### src/rtl/mem_port_arbiter.sv
// mem_port_arbiter: shares the single AXI transaction engine between the
// dcache (0), uncached data path (1) and icache (2). One command in flight;
// the owner keeps the grant until the engine reports done or the WAIT-state
// timeout aborts the transaction.
// Optional feature macro: MEM_ARB_ROUND_ROBIN_EN (round-robin arbitration;
// fixed priority 0 > 1 > 2 when undefined).
module mem_port_arbiter #(
  parameter int NREQ    = 3,
  parameter int TIMEOUT = 1023
) (
  input  logic                 clk,
  input  logic                 aresetn,
  input  logic [NREQ-1:0]      req_valid,
  input  logic [NREQ-1:0]      req_wr,
  input  logic [NREQ*32-1:0]   req_addr,
  input  logic [NREQ*4-1:0]    req_len,
  input  logic [NREQ*3-1:0]    req_size,
  output logic [NREQ-1:0]      req_ready,
  output logic [NREQ-1:0]      req_done,
  output logic [NREQ-1:0]      req_err,
  output logic [NREQ-1:0]      grant_oh,
  output logic                 bus_valid,
  output logic                 bus_wr,
  output logic [31:0]          bus_addr,
  output logic [3:0]           bus_len,
  output logic [2:0]           bus_size,
  output logic [3:0]           bus_id,
  input  logic                 bus_ready,
  input  logic                 bus_done
);

  localparam int IW = (NREQ > 1) ? $clog2(NREQ) : 1;
  localparam int CW = $clog2(TIMEOUT + 1);

  localparam logic [1:0] IDLE  = 2'd0;
  localparam logic [1:0] ISSUE = 2'd1;
  localparam logic [1:0] WAIT  = 2'd2;

  logic [1:0]      state;
  logic [IW-1:0]   owner_idx;
  logic [IW-1:0]   win_idx;
  logic            win_found;
  logic [NREQ-1:0] win_oh;
  logic [NREQ-1:0] owner_oh;
  logic [CW-1:0]   cnt;
  logic            timeout_hit;

`ifdef MEM_ARB_ROUND_ROBIN_EN
  logic [IW-1:0]   rr_ptr;
`endif

  // Pick the winner among valid requesters (rotating or fixed search order)
  always_comb begin
    logic [IW:0] cand;
    win_found = 1'b0;
    win_idx   = '0;
    cand      = '0;
    for (int k = 0; k < NREQ; k++) begin
`ifdef MEM_ARB_ROUND_ROBIN_EN
      cand = {1'b0, rr_ptr} + (IW+1)'(k);
      if (cand >= (IW+1)'(NREQ)) cand = cand - (IW+1)'(NREQ);
`else
      cand = (IW+1)'(k);
`endif
      if (!win_found && req_valid[cand]) begin
        win_found = 1'b1;
        win_idx   = cand[IW-1:0];
      end
    end
  end

  assign win_oh      = win_found ? ({{(NREQ-1){1'b0}}, 1'b1} << win_idx) : '0;
  assign owner_oh    = {{(NREQ-1){1'b0}}, 1'b1} << owner_idx;
  assign timeout_hit = (cnt == CW'(TIMEOUT));
  assign bus_id      = 4'(owner_idx);

  // Handshake and completion routing; done beats a coincident timeout.
  // The accept pulse is masked while reset is held so every output reads 0.
  always_comb begin
    req_ready = '0;
    req_done  = '0;
    req_err   = '0;
    grant_oh  = '0;
    bus_valid = 1'b0;
    case (state)
      IDLE: begin
        if (aresetn) begin
          req_ready = win_oh;
          grant_oh  = win_oh;
        end
      end
      ISSUE: begin
        grant_oh  = owner_oh;
        bus_valid = 1'b1;
      end
      WAIT: begin
        grant_oh = owner_oh;
        if (bus_done) begin
          req_done = owner_oh;
        end else if (timeout_hit) begin
          req_done = owner_oh;
          req_err  = owner_oh;
        end
      end
      default: ;
    endcase
  end

  // FSM, command latch, timeout counter and arbitration pointer
  always_ff @(posedge clk or negedge aresetn) begin
    if (!aresetn) begin
      state     <= IDLE;
      owner_idx <= '0;
      bus_wr    <= 1'b0;
      bus_addr  <= '0;
      bus_len   <= '0;
      bus_size  <= '0;
      cnt       <= '0;
`ifdef MEM_ARB_ROUND_ROBIN_EN
      rr_ptr    <= '0;
`endif
    end else begin
      case (state)
        IDLE: begin
          if (win_found) begin
            owner_idx <= win_idx;
            bus_wr    <= req_wr[win_idx];
            bus_addr  <= req_addr[32*win_idx +: 32];
            bus_len   <= req_len[4*win_idx +: 4];
            bus_size  <= req_size[3*win_idx +: 3];
            state     <= ISSUE;
`ifdef MEM_ARB_ROUND_ROBIN_EN
            rr_ptr    <= (win_idx == IW'(NREQ-1)) ? '0 : win_idx + 1'b1;
`endif
          end
        end
        ISSUE: begin
          if (bus_ready) begin
            cnt   <= '0;
            state <= WAIT;
          end
        end
        WAIT: begin
          if (bus_done || timeout_hit) state <= IDLE;
          else                         cnt   <= cnt + 1'b1;
        end
        default: state <= IDLE;
      endcase
    end
  end

endmodule
### config.mk
export PLATFORM = sky130hd
export DESIGN_NAME = mem_port_arbiter
export DESIGN_NICKNAME = d
export VERILOG_FILES = /design/src/rtl/mem_port_arbiter.sv
export SDC_FILE = /design/constraint.sdc
export NUM_CORES = 1
export LEC_CHECK = 0
export BUFFER_PORTS_ARGS = -buffer_cell sky130_fd_sc_hd__buf_4
export CAP_MARGIN = 20
export CORE_ASPECT_RATIO = 0.9
export CORE_MARGIN = 5
export CORE_UTILIZATION = 41
export DETAILED_ROUTE_END_ITERATION = 7
export HOLD_SLACK_MARGIN = 0.08
export PLACE_DENSITY_LB_ADDON = 0.08
export SLEW_MARGIN = 20
export SYNTH_ARGS = -nofsm -noshare
export SYNTH_HDL_FRONTEND = slang
export SYNTH_SLANG_ARGS = --single-unit
### constraint.sdc
create_clock -name clk -period 1.8 [get_ports clk]
set_clock_uncertainty 0.05 [all_clocks]
set_input_delay 0.18 -clock clk [delete_from_list [all_inputs] [get_ports clk]]
set_output_delay 0.18 -clock clk [all_outputs]
set_load 0.03 [all_outputs]
==> impl_metrics.json, run 1 <==
{
  "crit_arrival_ns": 1.72,
  "grtUsageTotal": 0.195,
  "report.final.hold_viol_count": 0,
  "placed_area_um2": 5030,
  "grt_pass1_wl_mm": 16.4,
  "clock_sinks": 54,
  "fmax_mhz": 512,
  "violations": "setup timing",
  "htreeDepth": 2,
  "synth_edf_count": 0,
  "fp-row-count": 31,
  "synth_cell_type_count": 47,
  "worst_setup_path_end_kind": "primary output",
  "first_pass_iters": 4,
  "die_w_um": 106,
  "slew_viol_final": 0,
  "drt-total-wl_mm": 10.3,
  "cts_root_buf": "clkbuf_8",
  "avgSynthCellArea_um2": 9.84,
  "cts_inserted_buffers": 5,
  "dp_hpwl_mm": 7.89,
  "io_pins": 184,
  "p_switching_uw": 3170,
  "area_delta_synth_final_pct": 59.0,
  "crit_chain": "ha_2 > nand4_1 > o31ai_4 > nand2_4 > nor3_4 > buf_6",
  "port_buffers": 181,
  "worst_pin_slew_ns": 0.575,
  "syn_inst": 348,
  "drc": 0,
  "post-route-period-util": 1.08,
  "antenna_found_initial": 0,
  "overflow": 0,
  "vias": 3284,
  "p_seq_frac": 0.294,
  "synth_seq_area_share": 0.395,
  "power_frac_comb": 0.589,
  "start_util": 0.422,
  "yosysTopAreaCell": "dfrtp_1",
  "worst_slack_ns": -0.152,
  "clk_pin_slew_ns": 0.10,
  "clkPwrFrac": 0.116,
  "path_max_fanout": 3,
  "wl_per_cell_um": 15.7,
  "hold_class": "in -> reg",
  "status": "finished, violations left",
  "antenna_cells": 0,
  "vdd_drop_max_v": 0.000599,
  "gp_congestion": 0.849,
  "async_reset_ff_frac": 1.00,
  "slew_headroom": 0.617,
  "synth-main-ff-cell": "dfrtp_1",
  "drive_gt1_frac": 0.544,
  "core-area_um2": 8110,
  "drt_iter0_markers": 80,
  "die_y_um": 96.7,
  "clk_latency_ns": 0.31,
  "rsz0062_at_grt": "yes",
  "num-fill-cells": 657,
  "grt_max_degree": 83,
  "path_class": "reg -> out",
  "fin_area_um2": 5440,
  "synth_top_area_share": 0.395,
  "final_nets": 686,
  "p_leak_uw": 0.00287,
  "switching_share": 0.451,
  "layout_min_cycle_time_ns": 1.95,
  "setup_viol": 9,
  "grt_pass1_vias": 3325,
  "antenna_left": 0,
  "viasPerCell": 5.02,
  "slowest_stage": "dfrtp_1",
  "ys_ff_latch": 54,
  "required_ns": 1.57,
  "cts_max_path_buffers": 2,
  "hold_ws_ns": 0.0899,
  "synth_area_leaders": "dfrtp_1 (39%), mux2_2 (13%), mux2i_1 (12%), nand2_1 (5.5%), o21ai_0 (4.8%)",
  "yosysMostFrequentCell": "dfrtp_1",
  "synth_area_um2": 3420,
  "fin_tns_setup_ns": -0.704,
  "startpoint_type": "flip-flop",
  "power_density_nw_per_um2": 1290,
  "ys_warn_count": 0,
  "dieArea_um2": 10300,
  "max_stage_delay_ns": 0.36,
  "intPower_uw": 3860,
  "synth_commonest_cells": "dfrtp_1 (54), nand2_1 (50), mux2i_1 (41), mux2_2 (40), o21ai_0 (33)",
  "cts_tree": "done",
  "drv_cap": 0
}
power groups by stage:
stage	registers [uW]	logic [uW]	clock network, uW
after floorplan	2970	1410	0
after global placement	2060	3830	0
after detailed placement	2080	3880	0
after CTS	2060	3980	850
after global routing	2150	4490	911
final	2070	4140	816
critical path: cells and delay by family (launching register included):
kind | cells | cell delay, ns
flops | 1 | 0.36
buf+inv | 1 | 0.15
simple gates | 3 | 0.42
compound gates | 1 | 0.30
fa+ha+maj | 1 | 0.18
metrics by stage:
step	std cells	util	power (uW)	setup slack [ns]
2_1_floorplan	349	-	4380	-0.0420
3_3_place_gp	626	0.621	5890	-0.0698
3_5_place_dp	626	0.621	5960	-0.114
4_1_cts	643	0.650	6890	-0.242
5_1_grt	654	0.672	7550	-0.256
6_report	654	0.672	7030	-0.152
layout make-up:
type / instances / area [um2] / share of cell area
sequential: 54 / 1350 / 0.248
timing repair buffer: 221 / 1740 / 0.320
multi-input combinational: 265 / 2090 / 0.383
inverter: 7 / 28.8 / 0.00529
clock inverter: 3 / 43.8 / 0.00804
clock buffer: 5 / 68.8 / 0.0126
tap: 99 / 124 / 0.0228
repair_timing:
item	4_1_cts	5_1_grt
pin swaps	10	20
setup endpoints to repair	12	18
hold buffers	2	2
gates resized for setup	12	20
setup buffers	7	11
hold endpoints to repair	55	2
gates cloned	0	0
layer usage:
metal | track usage | up-vias | part of all wire
li1 | - | 1665 | -
met4 | 0.0468 | 0 | 0.011
met2 | 0.336 | 124 | 0.49
met5 | 0 | - | 0
met1 | 0.239 | 1485 | 0.41
met3 | 0.0579 | 10 | 0.087
kinds of logic after synthesis:
group                    share of synthesized area
AND/OR/NAND/NOR                              0.146
multiplexers                                 0.251
AO/OA/AOI/OAI                                0.147
flip-flops                                   0.395
buffers and inverters                       0.0424
adder cells (fa/ha/maj)                     0.0183
other                                      0.00110
sequential cells by signal (all words and copies together), names as in the netlist:
register / flops
bus_addr: 32
cnt: 10
bus_len: 4
bus_size: 3
owner_idx: 2
state: 2
bus_wr: 1
cells in the final DEF, fill, tap and decap left out, drive strengths merged, types with 2 or more instances in the layout:
cell type	count
buf	217
dfrtp	54
nand2	51
mux2i	41
o21ai	41
mux2	40
nor2	13
a31oi	8
inv	8
nand3	6
a21oi	6
and3	6
a211o	5
clkbuf	5
ha	5
nor3	5
dlygate4sd3	4
nand3b	3
nand2b	3
nor4	3
o211a	3
nand4	2
o31ai	2
and2	2
or3	2
a22o	2
conb	2
nor2b	2
and4	2
a21o	2
final timing paths:
kind                                               from                  endpoint  slack [ns]  cells past startpoint
worst max-delay path                 cnt[0]$_DFFE_PN0P_               req_done[0]       -0.15                      6
worst min-delay path                       req_addr[90]  bus_addr[26]$_DFFE_PN0P_        0.09                      3
worst max register to register       cnt[0]$_DFFE_PN0P_        cnt[7]$_DFFE_PN0P_       -0.07                      8
worst min register to register  bus_addr[7]$_DFFE_PN0P_   bus_addr[7]$_DFFE_PN0P_        0.44                      2
max in group asynchronous                       aresetn      state[1]$_DFFE_PN0P_        0.66                      3
min in group asynchronous                       aresetn  bus_addr[15]$_DFFE_PN0P_        0.25                      2
(Power assumes the default switching activity.)
==> run 2, diff against run 1 <==
Settings changed: RECOVER_POWER from default to 100.
==> run 2 against run 1 <==
Against the previous run: cell count unchanged; critical endpoint unchanged; largest cell class unchanged; hold slack about the same; critical path depth unchanged; the run still ends with setup timing left; utilization down 2.0 points.
==> impl_metrics.json, run 2 (synthesis results as in run 1) <==
{
  "r2r_setup_slack_ns": -0.08,
  "register_area_um2": 1350,
  "p_switching_uw": 3150,
  "utilization": 0.651,
  "antenna_cells": 0,
  "power_frac_comb": 0.565,
  "hold_class": "in -> reg",
  "final_common_cell": "buf_4",
  "slowest_stage": "dfrtp_1",
  "drive_gt1_frac": 0.470,
  "largest_register": "bus_addr",
  "worst_pin_slew_ns": 0.622,
  "post-route-period-util": 1.09,
  "largest_register_ffs": 32,
  "slew_viol_final": 0,
  "clkPwrFrac": 0.123,
  "crit_chain": "ha_2 > nand4_1 > o31ai_4 > nand2_4 > nor3_4 > buf_6",
  "area_delta_synth_final_pct": 54.2,
  "drv_cap": 0,
  "grt_pass1_vias": 3325,
  "grtUsageTotal": 0.195,
  "die_w_um": 106,
  "p_total_uw": 6610,
  "switching_share": 0.477,
  "critPathTopFamily": "simple AND/OR/NAND/NOR gates",
  "clk_latency_ns": 0.31,
  "die_y_um": 96.7,
  "cts_max_path_buffers": 2,
  "wl_per_cell_um": 15.7,
  "dp_worst_setup_slack_ns": -0.114,
  "rsz0062_at_grt": "yes",
  "worst_slack_ns": -0.154,
  "reg.largest.list": "bus_addr (32), cnt (10), bus_len (4)",
  "intPower_uw": 3460,
  "max_stage_delay_ns": 0.36,
  "clock_sinks": 54,
  "dieArea_um2": 10300,
  "cts_inserted_buffers": 5,
  "dp_cells": 626,
  "port_buffers": 181,
  "p_seq_frac": 0.311,
  "grt_pass1_wl_mm": 16.4,
  "grt_max_degree": 83,
  "slew_headroom": 0.585,
  "clk_pin_slew_ns": 0.10,
  "hold_ws_ns": 0.0896,
  "path_class": "reg -> out",
  "overflow": 0,
  "first_pass_iters": 4,
  "antenna_found_initial": 0,
  "power_density_nw_per_um2": 1250,
  "startpoint_type": "flip-flop",
  "layout_min_cycle_time_ns": 1.95,
  "cts_tree": "done",
  "htreeDepth": 2,
  "num-fill-cells": 705,
  "path_max_fanout": 3,
  "status": "finished, violations left",
  "final_cell_mix": "buf_4 (163), dfrtp_1 (53), nand2_1 (47), mux2i_1 (41), clkbuf_1 (41)",
  "dp_hpwl_mm": 7.89,
  "fmax_mhz": 512,
  "io_pins": 184,
  "p_leak_uw": 0.00271,
  "final_nets": 686,
  "antenna_left": 0,
  "crit_arrival_ns": 1.72,
  "viasPerCell": 5.04,
  "core-area_um2": 8110,
  "violations": "setup timing",
  "gp_congestion": 0.849,
  "setup_viol": 9,
  "critPathBufInv": 1,
  "final_cells": 654,
  "cts_root_buf": "clkbuf_8",
  "worst_setup_path_end_kind": "primary output",
  "drt_iter0_markers": 80,
  "drc": 0,
  "fp-row-count": 31,
  "start_util": 0.422,
  "required_ns": 1.57,
  "vias": 3296,
  "multi_input_area_um2": 2090,
  "vdd_drop_max_v": 0.000531,
  "drt-total-wl_mm": 10.2,
  "report.final.hold_viol_count": 0
}
[run 2: timing repair]
action,in CTS,in global routing
gates resized for setup,12,20
setup endpoints to repair,12,18
hold endpoints to repair,55,2
hold buffers,2,2
pin swaps,10,20
setup buffers,7,11
[run 2: final cells by class]
type,count,area share
multi-input cells,265,0.395
inverters,7,0.00545
well taps,99,0.0235
clock inverters,3,0.00829
repair buffers,221,0.299
clock buffers,5,0.0130
flip-flops and latches,54,0.256
[run 2: tightest hold or removal path, cell delays in order]
cell,delay (ns)
buf_4,0.08
mux2i_1,0.05
o21ai_1,0.11
[run 2: final timing paths]
| path | startpoint | end | cells past startpoint |
|---|---|---|---|
| max | cnt[1]$_DFFE_PN0P_ | req_done[0] | 6 |
| min | req_addr[90] | bus_addr[26]$_DFFE_PN0P_ | 3 |
| max reg2reg | cnt[1]$_DFFE_PN0P_ | cnt[7]$_DFFE_PN0P_ | 8 |
| min reg2reg | bus_addr[7]$_DFFE_PN0P_ | bus_addr[7]$_DFFE_PN0P_ | 2 |
| max in group asynchronous | aresetn | state[1]$_DFFE_PN0P_ | 3 |
| min in group asynchronous | aresetn | bus_addr[15]$_DFFE_PN0P_ | 2 |
[run 2: power groups by stage]
stage | Clock, uW | Combinational [uW] | Sequential [uW]
detailed placement | 0 | 3880 | 2080
global placement | 0 | 3830 | 2060
floorplan | 0 | 1410 | 2970
CTS | 850 | 3980 | 2060
global route | 911 | 4090 | 2140
finish | 816 | 3740 | 2060
[run 2: per-layer routing]
layer	part of all wire	global-route usage
met5	0	0
met1	0.41	0.239
met4	0.011	0.0468
met3	0.083	0.0579
met2	0.49	0.336
[run 2: through the flow]
stage,TNS [ns],cell area (um2)
6_report,-0.740,5280
5_1_grt,-2.07,5280
4_1_cts,-1.12,5270
3_5_place_dp,-0.301,5030
3_3_place_gp,-0.129,5030
2_1_floorplan,-0.0589,3470
==> run 3, diff against run 2 <==
Settings changed: CORE_UTILIZATION 41 to 49.
Clock period 1.8 ns to 2.5 ns, I/O delays scaled along.
==> run 3 against run 2 <==
Against the previous run: first-iteration DRC count increased by 44%; non-clock buffer count decreased by 31; clock power decreased by 30%; via count decreased by 1.1%; largest power group unchanged; die area decreased by 15%; final area decreased by 9.9%; highest routed layer unchanged; sequential power decreased by 28%; register-to-register slack improved by 0.32 ns; cell count decreased by 6.1%; the flow now finishes without violations; count of clock-buffer cells in the layout increased by 2; utilization increased by 6.0 points; largest cell class unchanged; hold slack improved by 0.076 ns.
==> impl_metrics.json, run 3 (synthesis results as in run 1) <==
{
  "status": "completed",
  "slew_headroom": 0.461,
  "gp_congestion": 0.915,
  "largest_register_ffs": 32,
  "path_class": "reg -> out",
  "final_common_cell": "buf_4",
  "core-area_um2": 6690,
  "viasPerCell": 5.31,
  "dr_wl_met2_mm": 4.95,
  "drt_iter0_markers": 115,
  "wl_per_cell_um": 16.1,
  "clock_sinks": 54,
  "port_buffers": 181,
  "post-route-period-util": 0.928,
  "drive_gt1_frac": 0.372,
  "overflow": 0,
  "switching_share": 0.492,
  "hold_class": "in -> reg",
  "fin_area_um2": 4760,
  "grt_pass1_vias": 3325,
  "final_cell_mix": "buf_4 (131), dfrtp_1 (54), clkbuf_1 (53), nand2_1 (49), mux2i_1 (41)",
  "grtUsageTotal": 0.221,
  "required_ns": 2.20,
  "cts_root_buf": "clkbuf_8",
  "grt_pass1_wl_mm": 15.8,
  "wl_met3_mm": 1.01,
  "clk_latency_ns": 0.30,
  "reg.largest.list": "bus_addr (32), cnt (10), bus_len (4)",
  "largest_register": "bus_addr",
  "dp_hpwl_mm": 7.96,
  "p_seq_frac": 0.342,
  "power_frac_comb": 0.528,
  "slew_viol_final": 0,
  "cts_max_path_buffers": 2,
  "fmax_mhz": 431,
  "power_density_nw_per_um2": 918,
  "htreeDepth": 2,
  "placed_area_um2": 4880,
  "fin_tns_setup_ns": 0,
  "fp-row-count": 28,
  "rsz0062_at_grt": "no",
  "intPower_uw": 2220,
  "antenna_left": 0,
  "utilization": 0.711,
  "start_util": 0.512,
  "p_total_uw": 4370,
  "vdd_drop_max_v": 0.000440,
  "crit_arrival_ns": 2.02,
  "clk_pin_slew_ns": 0.09,
  "die_y_um": 89.3,
  "setup_viol": 0,
  "area_delta_synth_final_pct": 39.0,
  "dr.max_layer_used": "met4",
  "grt_max_degree": 40,
  "cts_tree": "done",
  "met1Wirelength_mm": 3.83,
  "antenna_found_initial": 0,
  "startpoint_type": "flip-flop",
  "report.final.hold_viol_count": 0,
  "worst_pin_slew_ns": 0.804,
  "drv_cap": 0,
  "cts_inserted_buffers": 5,
  "final_nets": 655,
  "first_pass_iters": 4,
  "postCtsSetupBuffers": 0,
  "clkPwrFrac": 0.131,
  "p_leak_uw": 0.00247,
  "path_max_fanout": 6,
  "vias": 3261,
  "p_switching_uw": 2150,
  "dieArea_um2": 8760,
  "layout_min_cycle_time_ns": 2.32,
  "drc": 0,
  "die_w_um": 98.1,
  "io_pins": 184,
  "drt-total-wl_mm": 9.91,
  "worst_setup_path_end_kind": "primary output",
  "antenna_cells": 0
}
[run 3: cell count changes in the layout (fill, tap and decap cells not counted), moves of 7 or more]
cell / delta
clkbuf_1: +12
buf_6: -10
o21ai_0: +7
o21ai_1: -7
buf_4: -32
[run 3: metal layers]
metal  GRT usage  vias to the layer above
met5           0                        -
met4      0.0491                        0
met3      0.0842                       14
met2       0.388                      141
met1       0.262                     1505
li1            -                     1601
[run 3: worst paths after layout]
check	start	end	slack, ns	cells after the start
worst max-delay path	cnt[0]$_DFFE_PN0P_	req_done[0]	0.18	6
worst min-delay path	req_len[8]	bus_len[0]$_DFFE_PN0P_	0.17	3
worst max register to register	cnt[0]$_DFFE_PN0P_	cnt[6]$_DFFE_PN0P_	0.24	5
worst min register to register	bus_addr[16]$_DFFE_PN0P_	bus_addr[16]$_DFFE_PN0P_	0.43	2
max in group asynchronous	aresetn	cnt[2]$_DFFE_PN0P_	1.04	3
min in group asynchronous	aresetn	state[1]$_DFFE_PN0P_	0.36	2
[run 3: critical path, stage by stage (launching register included)]
cell	delay, ns
dfrtp_1	0.44
ha_1	0.24
nand4_1	0.20
o31ai_4	0.30
nand2_1	0.14
nor3_1	0.16
clkbuf_2	0.24
[run 3: per-stage QoR]
| step | instances | hold WS, ns | setup slack, ns |
|---|---|---|---|
| after floorplan | 349 | -0.0956 | 0.296 |
| after global placement | 605 | 0.142 | 0.556 |
| after detailed placement | 605 | 0.144 | 0.463 |
| after CTS | 614 | 0.162 | 0.103 |
| after global routing | 614 | 0.163 | 0.0571 |
| final | 614 | 0.165 | 0.180 |
[run 3: area by class of cell]
type                            count  area [um2]
Fill cell                         560        1930
Multi-Input combinational cell    265        1930
Sequential cell                    54        1350
Timing Repair Buffer              190        1240
Tap cell                           90         113
Clock buffer                        7        76.3
Clock inverter                      1        30.0
Inverter                            7        26.3
[run 3: power by group through the flow]
stage,Sequential (uW),Combinational (uW),Clock [uW]
3_3_place_gp,1500,2670,0
4_1_cts,1500,2720,587
2_1_floorplan,2130,990,0
6_report,1490,2310,570
5_1_grt,1560,2540,623
3_5_place_dp,1510,2720,0
[run 3: repair_timing]
action                                  in CTS  in global routing
endpoints found under the setup margin       0                  1
hold buffers                                 1                  0
hold endpoints to repair                    25                  0
resized for setup                            0                  1
